[config.mk]
export PLATFORM = sky130hd
export DESIGN_NAME = dmem_arbiter_flat
export DESIGN_NICKNAME = d
export VERILOG_FILES = /design/src/rtl/dmem_arbiter_if.sv /design/src/rtl/dmem_arbiter.sv /design/src/flat_wrapper.sv
export SDC_FILE = /design/constraint.sdc
export NUM_CORES = 1
export LEC_CHECK = 0
export BUFFER_PORTS_ARGS = -buffer_cell sky130_fd_sc_hd__buf_2
export CORE_AREA = 4 4 115 117
export CTS_BUF_LIST = sky130_fd_sc_hd__clkbuf_4
export CTS_CLUSTER_DIAMETER = 50
export CTS_CLUSTER_SIZE = 14
export DETAILED_ROUTE_END_ITERATION = 10
export DIE_AREA = 0 0 119 121
export GPL_ROUTABILITY_DRIVEN = 0
export PLACE_DENSITY = 0.82
export SYNTH_ARGS = -nofsm -noshare
export SYNTH_HDL_FRONTEND = slang
export SYNTH_SLANG_ARGS = --single-unit
[constraint.sdc]
create_clock -name clk -period 4.8 [get_ports clk]
set_input_delay 0.24 -clock clk [delete_from_list [all_inputs] [get_ports clk]]
set_output_delay 0.24 -clock clk [all_outputs]
set_load 0.02 [all_outputs]
[src/rtl/dmem_arbiter_if.sv]
// Requester and DataMemory bus bundle for dmem_arbiter.
// The slave modport is the arbiter side; master is the requesters plus the memory.
interface dmem_arbiter_if #(
  parameter int ADDR_W = 32,
  parameter int DATA_W = 32
);
  logic              req0;
  logic              we0;
  logic [ADDR_W-1:0] addr0;
  logic [DATA_W-1:0] wdata0;
  logic              lock0;
  logic              ack0;
  logic [DATA_W-1:0] rdata0;

  logic              req1;
  logic              we1;
  logic [ADDR_W-1:0] addr1;
  logic [DATA_W-1:0] wdata1;
  logic              lock1;
  logic              ack1;
  logic [DATA_W-1:0] rdata1;

  logic [ADDR_W-1:0] memAdr;
  logic [DATA_W-1:0] writeData;
  logic              memWrite;
  logic [DATA_W-1:0] readData;

  modport slave (
    input  req0, we0, addr0, wdata0, lock0,
    output ack0, rdata0,
    input  req1, we1, addr1, wdata1, lock1,
    output ack1, rdata1,
    output memAdr, writeData, memWrite,
    input  readData
  );

  modport master (
    output req0, we0, addr0, wdata0, lock0,
    input  ack0, rdata0,
    output req1, we1, addr1, wdata1, lock1,
    input  ack1, rdata1,
    input  memAdr, writeData, memWrite,
    output readData
  );
endinterface

[src/rtl/dmem_arbiter.sv]
// Two-requester round-robin arbiter/sequencer for the word-addressed DataMemory,
// with a bounded lock for back-to-back atomic accesses by one requester.
module dmem_arbiter #(
  parameter int LOCK_MAX = 4,
  parameter int ADDR_W   = 32,
  parameter int DATA_W   = 32
) (
  input  logic           clk,
  input  logic           rst,
  dmem_arbiter_if.slave  bus,
  output logic           gnt,
  output logic           busy
);

  typedef enum logic [1:0] {IDLE, ACCESS, RESP} state_t;

  localparam int CNT_W = $clog2(LOCK_MAX + 1);
  localparam logic [CNT_W-1:0] LOCK_LIM = CNT_W'(LOCK_MAX - 1);

  state_t            state, stateNext;
  logic              gntNext;
  logic              rrPtr, rrPtrNext;
  logic [CNT_W-1:0]  lockCnt, lockCntNext;

  logic              selReq, selWe, selLock;
  logic [ADDR_W-1:0] selAddr, adrHold;
  logic [DATA_W-1:0] selWdata, wdHold;
  logic [DATA_W-1:0] rdata0Q, rdata1Q;

  // Both requesting: the pointer wins; otherwise the lone requester wins.
  function automatic logic arbitrate(input logic r0, input logic r1, input logic ptr);
    return (r0 && r1) ? ptr : r1;
  endfunction

  assign selReq   = gnt ? bus.req1   : bus.req0;
  assign selWe    = gnt ? bus.we1    : bus.we0;
  assign selLock  = gnt ? bus.lock1  : bus.lock0;
  assign selAddr  = gnt ? bus.addr1  : bus.addr0;
  assign selWdata = gnt ? bus.wdata1 : bus.wdata0;

  always_ff @(posedge clk or negedge rst) begin
    if (!rst) begin
      state   <= IDLE;
      gnt     <= 1'b0;
      rrPtr   <= 1'b0;
      lockCnt <= '0;
    end else begin
      state   <= stateNext;
      gnt     <= gntNext;
      rrPtr   <= rrPtrNext;
      lockCnt <= lockCntNext;
    end
  end

  always_comb begin
    stateNext   = state;
    gntNext     = gnt;
    rrPtrNext   = rrPtr;
    lockCntNext = lockCnt;
    case (state)
      IDLE: begin
        if (bus.req0 || bus.req1) begin
          stateNext = ACCESS;
          gntNext   = arbitrate(bus.req0, bus.req1, rrPtr);
        end
      end
      ACCESS: stateNext = RESP;
      RESP: begin
        if (selLock && selReq && (lockCnt < LOCK_LIM)) begin
          stateNext   = ACCESS;
          lockCntNext = lockCnt + 1'b1;
        end else begin
          lockCntNext = '0;
          rrPtrNext   = ~gnt;
          if (bus.req0 || bus.req1) begin
            stateNext = ACCESS;
            gntNext   = arbitrate(bus.req0, bus.req1, ~gnt);
          end else begin
            stateNext = IDLE;
          end
        end
      end
      default: stateNext = IDLE;
    endcase
  end

  // Memory bus is live only during ACCESS; the hold registers keep the last values otherwise.
  always_ff @(posedge clk or negedge rst) begin
    if (!rst) begin
      adrHold <= '0;
      wdHold  <= '0;
      rdata0Q <= '0;
      rdata1Q <= '0;
    end else if (state == ACCESS) begin
      adrHold <= selAddr;
      wdHold  <= selWdata;
      if (!selWe) begin
        if (gnt) rdata1Q <= bus.readData;
        else     rdata0Q <= bus.readData;
      end
    end
  end

  // Decoded from the async-reset state, so a reset mid-ACCESS kills memWrite at once.
  assign bus.memWrite  = (state == ACCESS) && selWe;
  assign bus.memAdr    = (state == ACCESS) ? selAddr  : adrHold;
  assign bus.writeData = (state == ACCESS) ? selWdata : wdHold;

  assign bus.ack0   = (state == RESP) && !gnt;
  assign bus.ack1   = (state == RESP) &&  gnt;
  assign bus.rdata0 = rdata0Q;
  assign bus.rdata1 = rdata1Q;
  assign busy       = (state != IDLE);

endmodule

[src/flat_wrapper.sv]
// flat-port wrapper written by rule: the top's interface ports become plain ports
module dmem_arbiter_flat 
#(
  parameter int LOCK_MAX = 4,
  parameter int ADDR_W   = 32,
  parameter int DATA_W   = 32
)
  (clk, rst, gnt, busy, bus_req0, bus_we0, bus_addr0, bus_wdata0, bus_lock0, bus_ack0, bus_rdata0, bus_req1, bus_we1, bus_addr1, bus_wdata1, bus_lock1, bus_ack1, bus_rdata1, bus_memAdr, bus_writeData, bus_memWrite, bus_readData);
  dmem_arbiter_if #(.ADDR_W(ADDR_W), .DATA_W(DATA_W)) bus_i ();
  input  logic clk;
  input  logic rst;
  output logic gnt;
  output logic busy;
  input wire logic [$bits(bus_i.req0)-1:0] bus_req0;
  input wire logic [$bits(bus_i.we0)-1:0] bus_we0;
  input wire logic [$bits(bus_i.addr0)-1:0] bus_addr0;
  input wire logic [$bits(bus_i.wdata0)-1:0] bus_wdata0;
  input wire logic [$bits(bus_i.lock0)-1:0] bus_lock0;
  output wire logic [$bits(bus_i.ack0)-1:0] bus_ack0;
  output wire logic [$bits(bus_i.rdata0)-1:0] bus_rdata0;
  input wire logic [$bits(bus_i.req1)-1:0] bus_req1;
  input wire logic [$bits(bus_i.we1)-1:0] bus_we1;
  input wire logic [$bits(bus_i.addr1)-1:0] bus_addr1;
  input wire logic [$bits(bus_i.wdata1)-1:0] bus_wdata1;
  input wire logic [$bits(bus_i.lock1)-1:0] bus_lock1;
  output wire logic [$bits(bus_i.ack1)-1:0] bus_ack1;
  output wire logic [$bits(bus_i.rdata1)-1:0] bus_rdata1;
  output wire logic [$bits(bus_i.memAdr)-1:0] bus_memAdr;
  output wire logic [$bits(bus_i.writeData)-1:0] bus_writeData;
  output wire logic [$bits(bus_i.memWrite)-1:0] bus_memWrite;
  input wire logic [$bits(bus_i.readData)-1:0] bus_readData;
  assign bus_i.req0 = bus_req0;
  assign bus_i.we0 = bus_we0;
  assign bus_i.addr0 = bus_addr0;
  assign bus_i.wdata0 = bus_wdata0;
  assign bus_i.lock0 = bus_lock0;
  assign bus_ack0 = bus_i.ack0;
  assign bus_rdata0 = bus_i.rdata0;
  assign bus_i.req1 = bus_req1;
  assign bus_i.we1 = bus_we1;
  assign bus_i.addr1 = bus_addr1;
  assign bus_i.wdata1 = bus_wdata1;
  assign bus_i.lock1 = bus_lock1;
  assign bus_ack1 = bus_i.ack1;
  assign bus_rdata1 = bus_i.rdata1;
  assign bus_memAdr = bus_i.memAdr;
  assign bus_writeData = bus_i.writeData;
  assign bus_memWrite = bus_i.memWrite;
  assign bus_i.readData = bus_readData;
  dmem_arbiter #(.LOCK_MAX(LOCK_MAX), .ADDR_W(ADDR_W), .DATA_W(DATA_W)) u_core (.clk(clk), .rst(rst), .bus(bus_i), .gnt(gnt), .busy(busy));
endmodule
-- Word-level counts from Yosys, hierarchy flattened
Index checks and enable logic that the tools add are counted.
- bits of input ports: 168
- output and inout bits: 133
- ROM bits: 0
- bits in latches: 0
- logic and storage cells: 51
- register bits: 135
- memories: 0
- memory bits (writable): 0
- reduce and logical (&&, ||, !) cells: 15
- magnitude comparators: 1
- $add $sub $neg: 1
- shift operators: 0
- divide/modulo/power cells: 0
- equality and inequality tests: 5
- bitwise gates (word level): 3
- mux-type cells: 18
- multipliers: 0
- operators by type and width (operator ; count):
    $mux 32 ; 4
    $mux 1 ; 9
    $logic_and 1x1->1 ; 6
    $pmux 2 s3 ; 1
    $reduce_and 3->1 ; 2
    $mux 2 ; 2
    $ne 2x1->1 const B ; 2
    $reduce_and 4->1 ; 1
    $reduce_bool 2->1 ; 2
    $add 3x1->3 const B ; 1
    $lt 3x2->1 const B ; 1
    $mux 3 ; 1
    $not 1->1 ; 3
    $eq 2x1->1 const B ; 1
    $eq 2x2->1 const B ; 1
    $logic_not 2->1 ; 1
    $ne 2x2->1 const B ; 1
    $pmux 1 s2 ; 1
    $reduce_and 2->1 ; 1
    $logic_not 1->1 ; 1
    $logic_or 1x1->1 ; 1

-- Logic depth before layout (Yosys ltp)
Gate-level depths: netlist of run 1.
- depth after elaboration: 5
- gate-level depth with buffers: 5
- depth with buffers taken out: 3

-- Worst setup path before layout of run 1
OpenSTA, ideal clock, no wires.
- path type: flip-flop to output port
- start point: register u_core.gnt
- end point: output port bus_memAdr[23]
- stages on the path, launching flop included: 6
- data arrival time: 1725 ps
- setup slack: 2835 ps
- data required time: 4560 ps
- path through: dfrtp_1 > buf_2 > buf_2 > buf_4 > mux2i_1 > o21ai_0
- word-level cells in the longest chain between the ends: 2
- RTL lines (what ; line ; text):
    start: declaration ; dmem_arbiter.sv:11 ; output logic gnt,
    start signal: assignment ; dmem_arbiter.sv:49 ; gnt <= gntNext;
    $mux 32 ; dmem_arbiter.sv:38 ; assign selAddr = gnt ? bus.addr1 : bus.addr0;
    $mux 32 ; dmem_arbiter.sv:106 ; assign bus.memAdr = (state == ACCESS) ? selAddr : adrHold;
    end: declaration ; flat_wrapper.sv:28 ; output wire logic [$bits(bus_i.memAdr)-1:0] bus_memAdr;
Every way passes these cells.

-- Final worst setup path of run 1
- start point: register u_core.gnt
- end point: output port bus_writeData[10]
- word-level cells in the longest chain between the ends: 2
- RTL lines (what ; line ; text):
    $mux 32 ; dmem_arbiter.sv:39 ; assign selWdata = gnt ? bus.wdata1 : bus.wdata0;
    $mux 32 ; - ;
    end: declaration ; flat_wrapper.sv:29 ; output wire logic [$bits(bus_i.writeData)-1:0] bus_writeData;
Every way passes these cells.

==> results of run 1 <==
-- logic make-up (layout without fill, tap and decap cells) --
family | Yosys count | in the layout | synth area share (%)
AO/OA/AOI/OAI | 75 | 75 | 6.99
adder cells (fa/ha/maj) | 1 | 1 | 0.220
buffers and inverters | 30 | 374 | 2.79
flip-flops | 135 | 135 | 59.4
multiplexers | 129 | 129 | 24.1
AND/OR/NAND/NOR | 86 | 86 | 6.55
-- metrics by stage --
step                      util, %  area, um^2
after global placement       59.0        7300
after detailed placement     59.0        7300
after floorplan                 -        5690
final                        65.4        8080
after CTS                    65.2        8060
after global routing         65.4        8080
-- flip-flops by register name, summed over array words and instances (netlist names) --
signal	count
u_core.adrHold	32
u_core.bus.rdata0	32
u_core.bus.rdata1	32
u_core.wdHold	32
u_core.lockCnt	3
u_core.state	2
u_core.gnt	1
u_core.rrPtr	1
-- layer usage --
layer	up-vias	track usage, %	share of wire [%]
met5	-	0	0.044
met1	2238	26.0	40
met4	2	8.25	1.7
li1	2261	-	-
met3	27	6.95	7.1
met2	214	38.1	51
-- final cells by class --
type,count,area (um^2)
clock inverter,14,278
fill,919,4280
clock buffer,18,135
timing repair buffer,340,1900
multi-input combinational,291,2170
tap,172,215
sequential,135,3380
inverter,2,7.51
-- cells in the mapped netlist (all sizes together), types with 2 or more instances --
master	n	share of area, %
inv	2	0.13
o21ai	67	5.9
buf	15	1.8
nand2	70	4.6
nand2b	3	0.37
clkbuf	13	0.86
mux2i	65	11
dfrtp	135	59
nor2b	2	0.22
mux2	64	13
nor2	4	0.26
-- worst paths after layout --
check,startpoint,to,slack [ns]
max,u_core.gnt,bus_writeData[10],1.68
min,bus_wdata0[27],u_core.wdHold[27],0.07
max reg2reg,u_core.state[1],u_core.bus.rdata1[3],2.29
min reg2reg,u_core.adrHold[21],u_core.adrHold[21],0.50
max in group asynchronous,rst,u_core.bus.rdata1[3],3.10
min in group asynchronous,rst,u_core.bus.rdata0[1],0.45
-- critical path: stages, from the launching register on --
cell	delay, ns
sky130_fd_sc_hd__dfrtp_4	1.16
sky130_fd_sc_hd__mux2i_1	0.15
sky130_fd_sc_hd__dlygate4sd3_1	0.59
sky130_fd_sc_hd__o21ai_0	0.18
sky130_fd_sc_hd__buf_2	0.22
-- power groups by stage --
stage	Combinational, W	Sequential [W]	Clock, W
CTS	0.00207	0.00194	0.00105
floorplan	0.00105	0.00217	0
finish	0.00207	0.00195	0.00103
global placement	0.00198	0.00193	0
global route	0.00223	0.00200	0.00111
detailed placement	0.00204	0.00196	0
==> flow_summary.toml, run 1 <==
[status]
outcome = "completed"

[place]
place.port_buffers = 300
placed_cells = 903
detailedPlace.worstSlack_ns = 2.32
hpwl_mm = 11.2

[yosys]
flops_latches_synth = 135
asyncSetResetFlopFracSynth_pct = 100
synth_cell_type_count = 31
syn_area_um2 = 5690
number_of_synthesized_flops_with_an_enable_pin = 0
post_synthesis_cell_count = 456
postSynthNetCount = 625
postSynth.topFlopCell = "sky130_fd_sc_hd__dfrtp_1"
warnings_synthesis = 0
synth_seq_area_share_pct = 59.4
synth.avg_cell_area_um2 = 12.5

[timing]
final.period_utilization_pct = 65.1
worst_slew_margin_rel_pct = 21.7
setup_tns_final_ns = 0
setup-violations-final = 0
fmax_mhz = 320
finClkSkew_ns = 0.0212
setup_slack_ns = 1.68
timing.final.max_slew_violations = 0
hold_slack_ns = 0.0694
period_minus_slack_ns = 3.12
worst_slew_pin_slew_ns = 1.18
final_hold_viol_count = 0
grt_setup_unrepaired = "no"

[power]
p_switching_w = 0.00197
p_per_area_nw_per_um2 = 625
power.share.combinational_pct = 41.0
power_frac_clock_pct = 20.4
vdd.ir_drop.worst_uv = 268
internal_power_w = 0.00308
switching_part_of_the_total_pct = 39.1
pwr-share-seq_pct = 38.5
total_power_w = 0.00505
total_leakage_power_nw = 4.15

[clock_network]
clock_buffers_created_by_tritoncts = 17
cts_setup_buffers = 0
h-tree-depth = 4
cts_tree = "done"
path_clk_slew_ns = 0.11
cts_buffer_depth = 2
clock-root-buffer = "sky130_fd_sc_hd__clkbuf_4"
cts.hold.buffers_added = 35
cts_resized = 0
worstSkewPairLatency_ns = 0.53
clock_sinks = 135

[floorplan]
initial_core_util_pct = 46.0
die_area_um2 = 14400
io_pins = 301
coreArea_um2 = 12400
die_width_um = 119
std_cell_rows = 41
dieHeight_um = 121

[route]
drc = 0
drt-pass1-iter-count = 5
ant_nets = 0
routed_wire_length_per_instance_um = 16.4
dr.first_iter.drc_count = 317
post_drt_via_cell_ratio = 4.88
vias_after_detailed_routing = 4742
wirelength_mm = 15.9

[worst_hold_path]
hp-class = "primary input to register"
holdPathStages = 3

[cells_and_area]
layout-drive-gt1-share_pct = 50.1
n_antenna_cell = 0
syn2layout_area_growth_pct = 42.0
fin_nets = 956
fin_cells = 972
final_cell_mix = "299 x sky130_fd_sc_hd__buf_2, 134 x sky130_fd_sc_hd__dfrtp_1, 70 x sky130_fd_sc_hd__nand2_1"
layout.cells.most_common = "sky130_fd_sc_hd__buf_2"

[worst_setup_path]
critical_path.max_fanout = 75
worstPathArrival_ns = 2.88
end_kind = "output port"
ff2ff_path_depth = 4
crit_type = "register to output port"
worst_ep_required_time_ns = 4.56
crit_path_launch_type = "register"

[global_routing]
first_global_vias = 5084
grt_pass1_wl_mm = 25.2
grt_max_degree = 133
gr-usage-all-layers_pct = 22.1
antenna_violations_before_repair = 1
grt.overflow.total = 0

[flow_run]
cap_viol_max_count = 0
Note: power is estimated with default switching activity, not from simulation.
==> run 2, diff against run 1 <==
--- a/config.mk
+++ b/config.mk
@@ -5,15 +5,16 @@
 export SDC_FILE = /design/constraint.sdc
 export NUM_CORES = 1
 export LEC_CHECK = 0
+export ABC_AREA = 1
 export BUFFER_PORTS_ARGS = -buffer_cell sky130_fd_sc_hd__buf_2
-export CORE_AREA = 4 4 115 117
+export CORE_MARGIN = 4
+export CORE_UTILIZATION = 47
 export CTS_BUF_LIST = sky130_fd_sc_hd__clkbuf_4
 export CTS_CLUSTER_DIAMETER = 50
 export CTS_CLUSTER_SIZE = 14
 export DETAILED_ROUTE_END_ITERATION = 10
-export DIE_AREA = 0 0 119 121
 export GPL_ROUTABILITY_DRIVEN = 0
-export PLACE_DENSITY = 0.82
+export PLACE_DENSITY = 0.83
 export SYNTH_ARGS = -nofsm -noshare
 export SYNTH_HDL_FRONTEND = slang
 export SYNTH_SLANG_ARGS = --single-unit
==> constraint.sdc (replaced) <==
create_clock -name clk -period 3.15 [get_ports clk]
set_input_delay 0.1575 -clock clk [delete_from_list [all_inputs] [get_ports clk]]
set_output_delay 0.1575 -clock clk [all_outputs]
set_load 0.02 [all_outputs]
==> run 2 against run 1 <==
Compared with the run above:
- synthesized area is 0.33% lower
- die area is 3.5% lower
- cell area is 13% higher
- worst hold slack worse by 0.014 ns
- sequential share of layout area is 4.8 points lower
- synthesized cell count is 40% higher
- sequential cell count stayed put
- combinational power is 82% higher
- non-clock buffer count is 133 higher
- via count is 41% higher
- critical endpoint is now bus_memAdr[5]
- total power is 54% higher
- count of clock-buffer cells in the layout stayed put
- largest power group unchanged
==> flow_summary.toml, run 2 <==
[status]
outcome = "completed"

[cells_and_area]
layout-drive-gt1-share_pct = 31.5
final_cell_mix = "299 x sky130_fd_sc_hd__buf_2, 164 x sky130_fd_sc_hd__dlygate4sd3_1, 142 x sky130_fd_sc_hd__nand2_1"
syn2layout_area_growth_pct = 60.7
fin_nets = 1258
fin_util_pct = 78.5
layout.cells.most_common = "sky130_fd_sc_hd__buf_2"
fillCellCount = 695

[worst_setup_path]
cpLargestDelayFamily = "buffers and inverters"
worst_ep_required_time_ns = 2.99
critical_path.max_fanout = 63
cp_cell_sequence = "inv_1 > nor2_4 > buf_4 > o21ai_0 > o21ai_1 > buf_2"
crit_type = "register to output port"
worst_path_largest_cell_delay_ns = 0.49
crit_path_launch_type = "register"
critPathBufInv = 3
worstPathArrival_ns = 2.48
end_kind = "output port"
critPathSlowestCell = "sky130_fd_sc_hd__buf_4"

[power]
p_per_area_nw_per_um2 = 852
total_leakage_power_nw = 4.80
vdd.ir_drop.worst_uv = 617

[route]
dr.first_iter.drc_count = 673
wirelength_mm = 23.6
drc = 0
vias_after_detailed_routing = 6673
ant_nets = 0
post_drt_via_cell_ratio = 5.32
drt-pass1-iter-count = 5
routed_wire_length_per_instance_um = 18.8

[yosys]
synth-adder-area-share_pct = 0.221
muxShareOfSynthArea_pct = 0
synth.avg_cell_area_um2 = 8.89
post-synth-top-count-cell = "sky130_fd_sc_hd__nand2_1"
asyncSetResetFlopFracSynth_pct = 100
synth_top_area_share_pct = 59.6
synth-simple-area-share_pct = 15.2
post-synth-top-area-cell = "sky130_fd_sc_hd__dfrtp_1"
post_synthesis_cell_count = 638
yosys.area_share.xor_xnor_pct = 0
synth_compound_gate_area_share_pct = 17.6
synth_seq_area_share_pct = 59.6
postSynth.topFlopCell = "sky130_fd_sc_hd__dfrtp_1"
post_synth_main_area_contributors = "sky130_fd_sc_hd__dfrtp_1 60%, sky130_fd_sc_hd__nand2_1 9.4%, sky130_fd_sc_hd__o21ai_0 9.2%"
synth_common_cells = "142 x sky130_fd_sc_hd__nand2_1, 135 x sky130_fd_sc_hd__dfrtp_1, 104 x sky130_fd_sc_hd__o21ai_0"
postSynthNetCount = 807
flops_latches_synth = 135
synth_cell_type_count = 21
warnings_synthesis = 0
combinational_family_with_the_most_area_after_synthesis = "compound AO/OA/AOI/OAI gates"
number_of_synthesized_flops_with_an_enable_pin = 0
syn_area_um2 = 5670

[global_routing]
global_route.usage.met3_pct = 8.75
first_global_vias = 6995
grt.overflow.total = 0
gr-usage-all-layers_pct = 33.7
grt_max_degree = 76
globalRouteMet1Util_pct = 37.0
antenna_violations_before_repair = 8
grt.met2_usage_pct = 58.3
gr_peak_layer = "met2"
grt_pass1_wl_mm = 37.0

[floorplan]
coreArea_um2 = 11600
initial_core_util_pct = 48.8
die_area_um2 = 13900
die_width_um = 118
std_cell_rows = 39
io_pins = 301
dieHeight_um = 118

[clock_network]
clock_sinks = 135
cts_buffer_depth = 2
path_clk_slew_ns = 0.12
h-tree-depth = 4
cts_tree = "done"
clock_buffers_created_by_tritoncts = 17
worstSkewPairLatency_ns = 0.57
clock-root-buffer = "sky130_fd_sc_hd__clkbuf_4"

[timing]
hold_slack_ns = 0.0554
timing.final.max_slew_violations = 0
final.period_utilization_pct = 83.6
setup-violations-final = 0
fmax_mhz = 380
finClkSkew_ns = 0.0149
worst_slew_margin_rel_pct = 47.1
worst_slew_pin_slew_ns = 0.793
setup_tns_final_ns = 0
period_minus_slack_ns = 2.63
final_hold_viol_count = 0
grt_setup_unrepaired = "no"

[place]
place.port_buffers = 300
hpwl_mm = 12.5

[flow_run]
cap_viol_max_count = 0

[worst_hold_path]
hp-class = "primary input to register"
[run 2: cell count changes after synthesis, sizes merged, moves of 15 or more]
cell and change:
buf +15, nor2 +68, mux2i -65, nand2 +74, o21ai +129, mux2 -64, inv +39
[run 2: where the power goes]
part / switching (W) / internal (W)
clock network: 0.000699 / 0.000483
registers: 0.000375 / 0.00245
logic: 0.00234 / 0.00142
total: 0.00342 / 0.00435
[run 2: path summary, 6_finish.rpt]
kind                            startpoint                 to  slack, ns  cells after the start
max in group asynchronous              rst  u_core.wdHold[25]       2.02                      3
setup reg to reg                u_core.gnt  u_core.wdHold[22]       0.77                      5
hold reg to reg            u_core.state[0]    u_core.state[0]       0.49                      1
setup / recovery           u_core.state[0]      bus_memAdr[5]       0.52                      6
hold / removal                   bus_lock1       u_core.rrPtr       0.06                      6
min in group asynchronous              rst  u_core.wdHold[18]       0.22                      2
[run 2: per-layer routing]
metal | share of wire [%] | up-vias
met1 | 35 | 3104
met4 | 5.7 | 0
li1 | - | 2982
met3 | 8.0 | 117
met5 | 0 | -
met2 | 52 | 470
[run 2: final cells by class]
cell class | instances | area [um^2] | area share, %
Sequential cell | 135 | 3380 | 37.1
Timing Repair Buffer | 473 | 3230 | 35.4
Multi-Input combinational cell | 421 | 1870 | 20.5
Tap cell | 143 | 179 | 1.96
Inverter | 41 | 154 | 1.69
Clock inverter | 14 | 150 | 1.65
Clock buffer | 18 | 135 | 1.48
Antenna cell | 9 | 22.5 | 0.247
[run 2: cell families after synthesis]
kind of cell | after synthesis
AND/OR/NAND/NOR | 221
adder cells (fa/ha/maj) | 1
buffers and inverters | 82
AO/OA/AOI/OAI | 199
flip-flops | 135
[run 2: through the flow]
stage	total power (W)	setup slack, ns	cells	instance area (um^2)
4_1_cts	0.00754	0.620	1245	9090
3_5_place_dp	0.00584	1.23	1049	7170
2_1_floorplan	0.00469	1.55	638	5670
3_3_place_gp	0.00575	1.27	1049	7170
5_1_grt	0.00818	0.336	1253	9110
6_report	0.00777	0.517	1254	9110
[run 2: tightest hold or removal path: stages]
cell and delay, ns:
sky130_fd_sc_hd__buf_2 0.08, sky130_fd_sc_hd__nand3_1 0.06, sky130_fd_sc_hd__nand2_1 0.09, sky130_fd_sc_hd__nand2_1 0.05, sky130_fd_sc_hd__nand2_1 0.07, sky130_fd_sc_hd__o21ai_0 0.08
[run 2: what timing repair did]
action,CTS,global route
endpoints found under the hold margin,190,0
setup buffers,0,0
gates resized for setup,0,0
hold buffers,164,0
==> run 3, diff against run 2 <==
--- a/config.mk
+++ b/config.mk
@@ -8,13 +8,13 @@
 export ABC_AREA = 1
 export BUFFER_PORTS_ARGS = -buffer_cell sky130_fd_sc_hd__buf_2
 export CORE_MARGIN = 4
-export CORE_UTILIZATION = 47
+export CORE_UTILIZATION = 42
 export CTS_BUF_LIST = sky130_fd_sc_hd__clkbuf_4
 export CTS_CLUSTER_DIAMETER = 50
 export CTS_CLUSTER_SIZE = 14
 export DETAILED_ROUTE_END_ITERATION = 10
 export GPL_ROUTABILITY_DRIVEN = 0
-export PLACE_DENSITY = 0.83
+export PLACE_DENSITY = 0.79
 export SYNTH_ARGS = -nofsm -noshare
 export SYNTH_HDL_FRONTEND = slang
 export SYNTH_SLANG_ARGS = --single-unit
==> constraint.sdc (replaced) <==
create_clock -name clk -period 2.2 [get_ports clk]
set_input_delay 0.11 -clock clk [delete_from_list [all_inputs] [get_ports clk]]
set_output_delay 0.11 -clock clk [all_outputs]
set_load 0.02 [all_outputs]
==> run 3 against run 2 <==
Compared with the run above:
- combinational power rose by 47%
- critical endpoint is now bus_memAdr[0]
- sequential share of layout area fell by 0.88 points
- highest routed layer unchanged
- largest cell class is now non-clock buffers
- routed wire length fell by 3.5%
- cell area rose by 2.4%
- critical path type unchanged
==> flow_summary.toml, run 3 (synthesis gave the netlist of run 2 again) <==
[status]
outcome = "completed"

[power]
total_power_w = 0.0110
total_leakage_power_nw = 4.91
vdd.ir_drop.worst_uv = 790
p_per_area_nw_per_um2 = 1180

[route]
vias_after_detailed_routing = 6596
wirelength_mm = 22.8
drt-pass1-iter-count = 6
drc = 0
ant_nets = 0
routed_wire_length_per_instance_um = 17.6
post_drt_via_cell_ratio = 5.11
dr.first_iter.drc_count = 577

[timing]
grt_setup_unrepaired = "yes"
setup_slack_ns = 0.0709
setup_tns_final_ns = 0
fmax_mhz = 470
worst_slew_margin_rel_pct = 62.0
final.period_utilization_pct = 96.8
finClkSkew_ns = 0.0180
final_hold_viol_count = 0
timing.final.max_slew_violations = 0
worst_slew_pin_slew_ns = 0.570
period_minus_slack_ns = 2.13
setup-violations-final = 0

[worst_setup_path]
reg2reg_from = "u_core.gnt"
ff2ff_path_depth = 8
crit_path_launch_type = "register"
end_kind = "output port"
crit_type = "register to output port"
worstPathArrival_ns = 2.02
worst_ep_required_time_ns = 2.09
critical_path.max_fanout = 17
worstReg2RegEnd = "u_core.rrPtr"
rrSetupSlack_ns = 0.23

[global_routing]
grt_max_degree = 72
antenna_violations_before_repair = 2
first_global_vias = 6862
grt_pass1_wl_mm = 35.0
grt.overflow.total = 0
gr-usage-all-layers_pct = 28.1

[floorplan]
io_pins = 301
coreArea_um2 = 13200
dieHeight_um = 124
die_width_um = 124
std_cell_rows = 42
die_area_um2 = 15400
initial_core_util_pct = 42.8

[place]
detailedPlace.worstSlack_ns = 0.545
place.port_buffers = 300
placed_cells = 1086
hpwl_mm = 12.6

[cells_and_area]
fin_util_pct = 70.5
layout-drive-gt1-share_pct = 31.8
fillCellCount = 960
final_cell_mix = "294 x sky130_fd_sc_hd__buf_2, 166 x sky130_fd_sc_hd__dlygate4sd3_1, 142 x sky130_fd_sc_hd__nand2_1"
syn2layout_area_growth_pct = 64.6
layout.cells.most_common = "sky130_fd_sc_hd__buf_2"
fin_nets = 1268
fin_cells = 1290

[flow_run]
cap_viol_max_count = 0

[clock_network]
worstSkewPairLatency_ns = 0.53
clock-root-buffer = "sky130_fd_sc_hd__clkbuf_4"
cts_tree = "done"
path_clk_slew_ns = 0.11
cts_buffer_depth = 2
h-tree-depth = 4
clock_buffers_created_by_tritoncts = 17
clock_sinks = 135

[worst_hold_path]
hp-class = "primary input to asynchronous set/reset pin"
[run 3: area by class of cell]
class | instances | area, um^2 | share of cell area, %
timing repair buffer | 483 | 3460 | 37.0
antenna | 2 | 5.00 | 0.0536
multi-input combinational | 421 | 1870 | 20.0
inverter | 41 | 161 | 1.73
sequential | 135 | 3380 | 36.2
tap | 176 | 220 | 2.36
clock inverter | 10 | 81.3 | 0.871
clock buffer | 22 | 165 | 1.77
[run 3: report_power, final]
group          switching [W]  total [W]  leakage (nW)  internal (W)
combinational        0.00334    0.00553          3.10       0.00218
sequential          0.000488    0.00399          1.67       0.00350
clock               0.000867    0.00148         0.139      0.000609
[run 3: critical path, stage by stage, from the launching register on]
cell and delay, ns:
sky130_fd_sc_hd__dfrtp_1 0.38, sky130_fd_sc_hd__inv_1 0.09, sky130_fd_sc_hd__nor2_4 0.13, sky130_fd_sc_hd__buf_12 0.14
sky130_fd_sc_hd__buf_12 0.16, sky130_fd_sc_hd__o21ai_0 0.14, sky130_fd_sc_hd__o21ai_1 0.24, sky130_fd_sc_hd__buf_2 0.22
[run 3: metal layers]
| metal | global-route usage (%) | up-vias | routed length, um |
|---|---|---|---|
| li1 | - | 3001 | - |
| met5 | 0 | - | 0 |
| met3 | 6.44 | 92 | 1780 |
| met2 | 48.8 | 425 | 11700 |
| met1 | 31.9 | 3078 | 8230 |
| met4 | 15.5 | 0 | 1090 |
[run 3: per-stage QoR]
step                      hold slack [ns]  cell area (um^2)
after global placement             0.0863              7300
after global routing               0.0664              9340
after CTS                          0.0603              9210
after detailed placement           0.0817              7300
after floorplan                    -0.186              5670
final                              0.0798              9340
[run 3: how the worst max path moves through the flow]
| stage | to | start |
|---|---|---|
| floorplan | u_core.adrHold[30] | u_core.gnt |
| finish | bus_memAdr[0] | u_core.state[0] |
| global placement | u_core.gnt | u_core.gnt |
| CTS | bus_memAdr[7] | u_core.state[0] |
| global route | bus_writeData[12] | u_core.state[0] |
| detailed placement | u_core.bus.rdata1[0] | u_core.state[0] |
[run 3: timing repair]
action	4_1_cts	5_1_grt
pin swaps	0	3
endpoints found under the setup margin	2	55
hold buffers	166	0
gates resized for setup	2	16
hold endpoints to repair	266	0
setup buffers	0	1
cloned	0	3
